==> config.mk <==
export PLATFORM = sky130hd
export DESIGN_NAME = key_scan4x4_flat
export DESIGN_NICKNAME = d
export VERILOG_FILES = /design/src/rtl/key_scan4x4_if.sv /design/src/rtl/key_scan4x4.sv /design/src/flat_wrapper.sv
export SDC_FILE = /design/constraint.sdc
export NUM_CORES = 1
export LEC_CHECK = 0
export CAP_MARGIN = 30
export CORE_ASPECT_RATIO = 1.2
export CORE_MARGIN = 2
export CORE_UTILIZATION = 65
export CTS_CLUSTER_SIZE = 12
export DETAILED_ROUTE_END_ITERATION = 12
export DONT_BUFFER_PORTS = 1
export HOLD_SLACK_MARGIN = 0.05
export PLACE_DENSITY = 0.92
export REMOVE_ABC_BUFFERS = 1
export SYNTH_ARGS = -nofsm -noshare
export SYNTH_HDL_FRONTEND = slang
export SYNTH_SLANG_ARGS = --single-unit
==> constraint.sdc <==
create_clock -name clk -period 5.9 [get_ports clk]
set_clock_uncertainty 0.15 [all_clocks]
set_input_delay 0.59 -clock clk [delete_from_list [all_inputs] [get_ports clk]]
set_output_delay 0.59 -clock clk [all_outputs]
set_load 0.005 [all_outputs]
==> src/rtl/key_scan4x4_if.sv <==
// rtl/key_scan4x4_if.sv - keypad pins and decoded key stream of key_scan4x4
interface key_scan4x4_if;
   logic [3:0]  row_i;
   logic        clr_i;
   logic [3:0]  col_o;
   logic        key_valid_o;
   logic [3:0]  key_code_o;
   logic        key_held_o;
   logic [31:0] entry_o;

   modport master (
      input  row_i, clr_i,
      output col_o, key_valid_o, key_code_o, key_held_o, entry_o
   );

   modport slave (
      output row_i, clr_i,
      input  col_o, key_valid_o, key_code_o, key_held_o, entry_o
   );
endinterface

==> src/rtl/key_scan4x4.sv <==
// rtl/key_scan4x4.sv - 4x4 keypad scanner, debouncer and hex entry register
// Optional held-key auto-repeat is built when KEY_AUTOREPEAT_EN is defined.
module key_scan4x4 #(
   parameter int SCAN_DIV     = 16,
   parameter int DEBOUNCE_N   = 4,
   parameter int REPEAT_TICKS = 32
) (
   input  logic          clk,
   input  logic          rstn,
   key_scan4x4_if.master kp
);
   typedef enum logic [1:0] {SCAN, PRESS_DB, HELD, REL_DB} state_t;

   localparam logic [3:0] DB_N = 4'(DEBOUNCE_N);

   state_t              state, state_n;
   logic [SCAN_DIV-1:0] tick_cnt;
   logic                tick;
   logic [3:0]          row_meta, rs;
   logic [1:0]          col_idx, col_idx_n;
   logic [1:0]          row_q, row_n, low_row;
   logic [3:0]          db_cnt, db_cnt_n;
   logic                shift;
   logic [3:0]          code_n;
   logic                key_valid_q;
   logic [3:0]          key_code_q;
   logic [31:0]         entry_q;
`ifdef KEY_AUTOREPEAT_EN
   localparam int               REP_W = $clog2(REPEAT_TICKS + 1);
   localparam logic [REP_W-1:0] REP_N = REP_W'(REPEAT_TICKS);
   logic [REP_W-1:0]            rep_cnt, rep_cnt_n;
`endif

   assign tick = &tick_cnt;

   always_comb begin
      low_row = 2'd0;
      if (!rs[0])      low_row = 2'd0;
      else if (!rs[1]) low_row = 2'd1;
      else if (!rs[2]) low_row = 2'd2;
      else if (!rs[3]) low_row = 2'd3;
   end

   always_comb begin
      state_n   = state;
      col_idx_n = col_idx;
      row_n     = row_q;
      db_cnt_n  = db_cnt;
      shift     = 1'b0;
`ifdef KEY_AUTOREPEAT_EN
      rep_cnt_n = rep_cnt;
`endif
      if (tick) begin
         case (state)
            SCAN: begin
               if (rs != 4'hF) begin
                  row_n    = low_row;
                  db_cnt_n = 4'd1;
                  state_n  = PRESS_DB;
                  if (DB_N == 4'd1) begin
                     shift    = 1'b1;
                     db_cnt_n = 4'd0;
                     state_n  = HELD;
`ifdef KEY_AUTOREPEAT_EN
                     rep_cnt_n = '0;
`endif
                  end
               end else begin
                  col_idx_n = col_idx + 2'd1;
               end
            end
            PRESS_DB: begin
               if (!rs[row_q]) begin
                  db_cnt_n = db_cnt + 4'd1;
                  if (db_cnt + 4'd1 == DB_N) begin
                     shift    = 1'b1;
                     db_cnt_n = 4'd0;
                     state_n  = HELD;
`ifdef KEY_AUTOREPEAT_EN
                     rep_cnt_n = '0;
`endif
                  end
               end else begin
                  db_cnt_n = 4'd0;
                  state_n  = SCAN;
               end
            end
            HELD: begin
               if (rs == 4'hF) begin
                  db_cnt_n = 4'd1;
                  state_n  = REL_DB;
                  if (DB_N == 4'd1) begin
                     db_cnt_n  = 4'd0;
                     state_n   = SCAN;
                     col_idx_n = col_idx + 2'd1;
                  end
               end
`ifdef KEY_AUTOREPEAT_EN
               else if (rep_cnt + 1'b1 == REP_N) begin
                  shift     = 1'b1;
                  rep_cnt_n = '0;
               end else begin
                  rep_cnt_n = rep_cnt + 1'b1;
               end
`endif
            end
            REL_DB: begin
               if (rs == 4'hF) begin
                  if (db_cnt + 4'd1 == DB_N) begin
                     db_cnt_n  = 4'd0;
                     state_n   = SCAN;
                     col_idx_n = col_idx + 2'd1;
                  end else begin
                     db_cnt_n = db_cnt + 4'd1;
                  end
               end else begin
                  // a bounce during release resumes holding without a new press
                  db_cnt_n = 4'd0;
                  state_n  = HELD;
`ifdef KEY_AUTOREPEAT_EN
                  rep_cnt_n = '0;
`endif
               end
            end
            default: state_n = SCAN;
         endcase
      end
      code_n = {row_n, col_idx};
   end

   always_ff @(posedge clk or negedge rstn) begin
      if (!rstn) begin
         row_meta    <= 4'hF;
         rs          <= 4'hF;
         tick_cnt    <= '0;
         state       <= SCAN;
         col_idx     <= 2'd0;
         row_q       <= 2'd0;
         db_cnt      <= 4'd0;
         key_valid_q <= 1'b0;
         key_code_q  <= 4'd0;
         entry_q     <= 32'h0;
`ifdef KEY_AUTOREPEAT_EN
         rep_cnt     <= '0;
`endif
      end else begin
         row_meta    <= kp.row_i;
         rs          <= row_meta;
         tick_cnt    <= tick_cnt + SCAN_DIV'(1);
         state       <= state_n;
         col_idx     <= col_idx_n;
         row_q       <= row_n;
         db_cnt      <= db_cnt_n;
         key_valid_q <= shift;
`ifdef KEY_AUTOREPEAT_EN
         rep_cnt     <= rep_cnt_n;
`endif
         if (shift) begin
            key_code_q <= code_n;
            // clear and shift together act as clear-then-shift
            entry_q    <= {(kp.clr_i ? 28'h0 : entry_q[27:0]), code_n};
         end else if (kp.clr_i) begin
            entry_q <= 32'h0;
         end
      end
   end

   assign kp.col_o       = ~(4'b0001 << col_idx);
   assign kp.key_valid_o = key_valid_q;
   assign kp.key_code_o  = key_code_q;
   assign kp.key_held_o  = (state == HELD) || (state == REL_DB);
   assign kp.entry_o     = entry_q;
endmodule
==> src/flat_wrapper.sv <==
// flat-port wrapper written by rule: the top's interface ports become plain ports
module key_scan4x4_flat 
#(
   parameter int SCAN_DIV     = 16,
   parameter int DEBOUNCE_N   = 4,
   parameter int REPEAT_TICKS = 32
)
  (clk, rstn, kp_row_i, kp_clr_i, kp_col_o, kp_key_valid_o, kp_key_code_o, kp_key_held_o, kp_entry_o);
  key_scan4x4_if kp_i ();
  input  logic clk;
  input  logic rstn;
  input wire logic [$bits(kp_i.row_i)-1:0] kp_row_i;
  input wire logic [$bits(kp_i.clr_i)-1:0] kp_clr_i;
  output wire logic [$bits(kp_i.col_o)-1:0] kp_col_o;
  output wire logic [$bits(kp_i.key_valid_o)-1:0] kp_key_valid_o;
  output wire logic [$bits(kp_i.key_code_o)-1:0] kp_key_code_o;
  output wire logic [$bits(kp_i.key_held_o)-1:0] kp_key_held_o;
  output wire logic [$bits(kp_i.entry_o)-1:0] kp_entry_o;
  assign kp_i.row_i = kp_row_i;
  assign kp_i.clr_i = kp_clr_i;
  assign kp_col_o = kp_i.col_o;
  assign kp_key_valid_o = kp_i.key_valid_o;
  assign kp_key_code_o = kp_i.key_code_o;
  assign kp_key_held_o = kp_i.key_held_o;
  assign kp_entry_o = kp_i.entry_o;
  key_scan4x4 #(.SCAN_DIV(SCAN_DIV), .DEBOUNCE_N(DEBOUNCE_N), .REPEAT_TICKS(REPEAT_TICKS)) u_core (.clk(clk), .rstn(rstn), .kp(kp_i));
endmodule
==> impl_metrics.py <==
metrics = {
    "status": {
        "outcome": "finished, final reports clean",
    },
    "setup_path": {
        "path_class": "flip-flop to flip-flop",
        "cp-end-kind": "flip-flop",
        "cp.arrival_ns": 2.80,
        "critPathLaunchType": "flip-flop",
        "r2r-start": "u_core.tick_cnt[0]",
        "critical_path.endpoint": "u_core.kp.entry_o[5]",
        "reg2reg_depth": 8,
        "r2r_slack_ns": 3.17,
        "setup.worst_path.start": "u_core.tick_cnt[0]",
        "cp_max_fo": 22,
        "required_ns": 5.97,
        "r2r-end": "u_core.kp.entry_o[5]",
    },
    "finish": {
        "multi_input_area_sq_mm": 0.001140,
        "nets": 304,
        "n_antenna_cell": 0,
        "ff_latch_area_sq_mm": 0.001787,
        "final_common_cell": "nand2_1",
        "layout-drive-gt1-share_pct": 12.29,
        "finish.utilization_pct": 71.82,
        "final_cell_mix": "67 x nand2_1, 63 x dfrtp_1, 33 x a21oi_1",
        "area_delta_synth_final_pct": 6.553,
        "nFillCells": 285,
        "stdcell_count": 351,
    },
    "synthesis": {
        "synth_flop_cell": "dfrtp_1",
        "synth-edff-count": 0,
        "postSynth.asyncResetShare_pct": 100.0,
        "avgSynthCellArea_sq_um": 10.67,
        "synthCells": 288,
        "syn_area_sq_mm": 0.003074,
        "synth_seq_cells": 71,
        "ys_seq_area_share_pct": 58.12,
        "synthDistinctLibCells": 44,
        "ys.warnings.count": 0,
    },
    "floorplan": {
        "io_pins": 49,
        "core_sq_mm": 0.004561,
        "die_area_sq_mm": 0.005298,
        "die_w_um": 66.78,
        "start_util_pct": 67.41,
        "rows": 27,
        "die_y_um": 79.34,
    },
    "power_and_ir_drop": {
        "seqPwrFrac_pct": 60.2,
        "p_int_uw": 639.5,
        "ir_drop_mv": 0.1518,
        "fin_total_pwr_uw": 818.5,
        "p_leak_uw": 0.001512,
        "pwr-share-clk_pct": 38.1,
        "p_sw_share_pct": 21.86,
        "p_comb_share_pct": 1.7,
        "switchingPower_uw": 179.0,
        "powerDensity_mw_per_mm2": 249.9,
    },
    "route": {
        "drt_first_pass_iters": 5,
        "drt_wl_total_um": 5641,
        "drcViolationCount": 0,
        "postRouteAntennaNets": 0,
        "drt_iter0_markers": 265,
        "routedWlPerCell_um": 16.07,
        "via_per_inst": 5.852,
        "vias": 2054,
    },
    "placement": {
        "numPortBuffers": 0,
        "post-place-ws_ns": 3.197,
        "dpl.hpwl_um": 3721,
        "dp.cells": 335,
        "gp_congestion": 0.8075,
    },
    "clocking": {
        "cts_tree": "yes",
        "cts_max_level": 3,
        "cts-buffers-inserted": 9,
        "post_cts_buffers": 0,
        "hold_buffers": 2,
        "clk-insertion-delay-late_ns": 0.34,
        "cts_sinks": 71,
        "cts-root-buf": "clkbuf_8",
        "clock_path_buffers": 2,
        "cts_resized": 0,
        "clkSlewWorstSetupHoldPaths_ns": 0.07,
    },
    "grt": {
        "grt_max_degree": 72,
        "grt_pass1_wl_um": 9453,
        "track_usage_pct": 24.43,
        "grt_pass1_vias": 2014,
        "gr-total-overflow": 0,
        "antenna_found_initial": 0,
    },
    "timing": {
        "fmax_mhz": 366.9,
        "rsz0062_at_grt": "false",
        "finalMaxSlewViolations": 0,
        "relSlewSlack_pct": 57.73,
        "setup_viol": 0,
        "min_period_ns": 2.726,
        "fin_crit_sh_pct": 46.20,
        "tns_ns": 0,
        "hold_viol_final": 0,
        "tightest_slew_ns": 0.6320,
        "setup_slack_ns": 3.174,
    },
    "run": {
        "cap_violations": 0,
    },
    "min_path": {
        "min_path_type": "input pin to flip-flop",
    },
}
[synth_stat cells, drive strengths merged (2+ instances only)]
| cell | number | area [sq um] |
|---|---|---|
| nand2 | 70 | 270.3 |
| dfrtp | 63 | 1577 |
| a21oi | 33 | 165.2 |
| inv | 12 | 45.04 |
| xnor2 | 11 | 96.34 |
| nand3 | 10 | 50.05 |
| nor2 | 10 | 37.54 |
| buf | 8 | 83.83 |
| dfstp | 8 | 210.2 |
| ha | 7 | 87.58 |
| a22o | 6 | 52.55 |
| xor2 | 6 | 52.55 |
| clkbuf | 5 | 18.77 |
| nand4 | 5 | 31.28 |
| nor3 | 4 | 42.54 |
| o21ai | 4 | 27.52 |
| and4 | 2 | 17.52 |
| nor2b | 2 | 12.51 |
| o211ai | 2 | 15.01 |
| or3 | 2 | 17.52 |
[cell type report]
cell class,instances,share of cell area [%]
multi-input cells,192,34.80
well taps,58,2.215
clock buffers,9,3.782
clock inverters,5,0.8403
repair buffers,4,2.445
flip-flops and latches,71,54.55
inverters,12,1.375
[worst max-delay path: stages, from the launching register on]
cell and delay (ns):
dfrtp_1 0.39, ha_1 0.20, nand3_1 0.21, nor3_4 0.39, nand2_2 0.15, or3_1 0.67
buf_16 0.27, nand2_1 0.09, a21oi_1 0.08
[kinds of logic (layout without fill, tap and decap cells)]
logic type,Yosys count,after routing,share of synthesized area (%)
DFF,71,71,58.12
buffers and inverters,25,30,4.803
muxes,3,3,1.424
and+or+nand+nor,111,111,17.01
AOI/OAI and AO/OA,54,54,10.95
xor gates and xnor gates,17,17,4.843
adders and majority gates,7,7,2.849
[metrics by stage]
stage / hold slack, ns / area (sq um)
floorplan: 0.1444 / 2972
global placement: 0.1457 / 3044
detailed placement: 0.1457 / 3087
CTS: 0.07768 / 3276
global route: 0.06950 / 3276
finish: 0.09052 / 3276
[worst min-delay path by stage]
stage | slack [ns] | cells after the start | startpoint | end
after global routing | 0.07 | 0 | kp_row_i[0] | u_core.row_meta[0]
after detailed placement | 0.15 | 0 | rstn | u_core.kp.entry_o[27]
after global placement | 0.15 | 0 | rstn | u_core.kp.entry_o[27]
after floorplan | 0.14 | 0 | rstn | u_core.col_idx[0]
final | 0.09 | 0 | kp_row_i[0] | u_core.row_meta[0]
after CTS | 0.08 | 0 | kp_row_i[0] | u_core.row_meta[0]
[state kept, by name, summed over array words and instances (netlist names)]
signal / cells
u_core.col_idx: 2
u_core.state: 2
u_core.kp.key_valid_o: 1
u_core.row_q: 2
u_core.tick_cnt: 16
u_core.kp.key_code_o: 4
u_core.row_meta: 4
u_core.kp.entry_o: 32
u_core.db_cnt: 4
u_core.rs: 4
[power by group through the flow]
stage	registers [uW]	clock network, uW	logic (uW)
after floorplan	502	0	2.06
after global placement	502	0	2.23
after detailed placement	502	0	2.30
after CTS	493	318	14.3
after global routing	493	342	16.0
final	493	312	13.8
[routing by layer]
layer | vias up | routed length [um] | track usage, %
met5 | - | 0 | 0
met4 | 0 | 147 | 13.06
met3 | 11 | 348 | 6.941
met2 | 69 | 2917 | 39.90
met1 | 1004 | 2228 | 28.93
li1 | 970 | - | -
No activity file was read; power rests on OpenSTA's default activity.
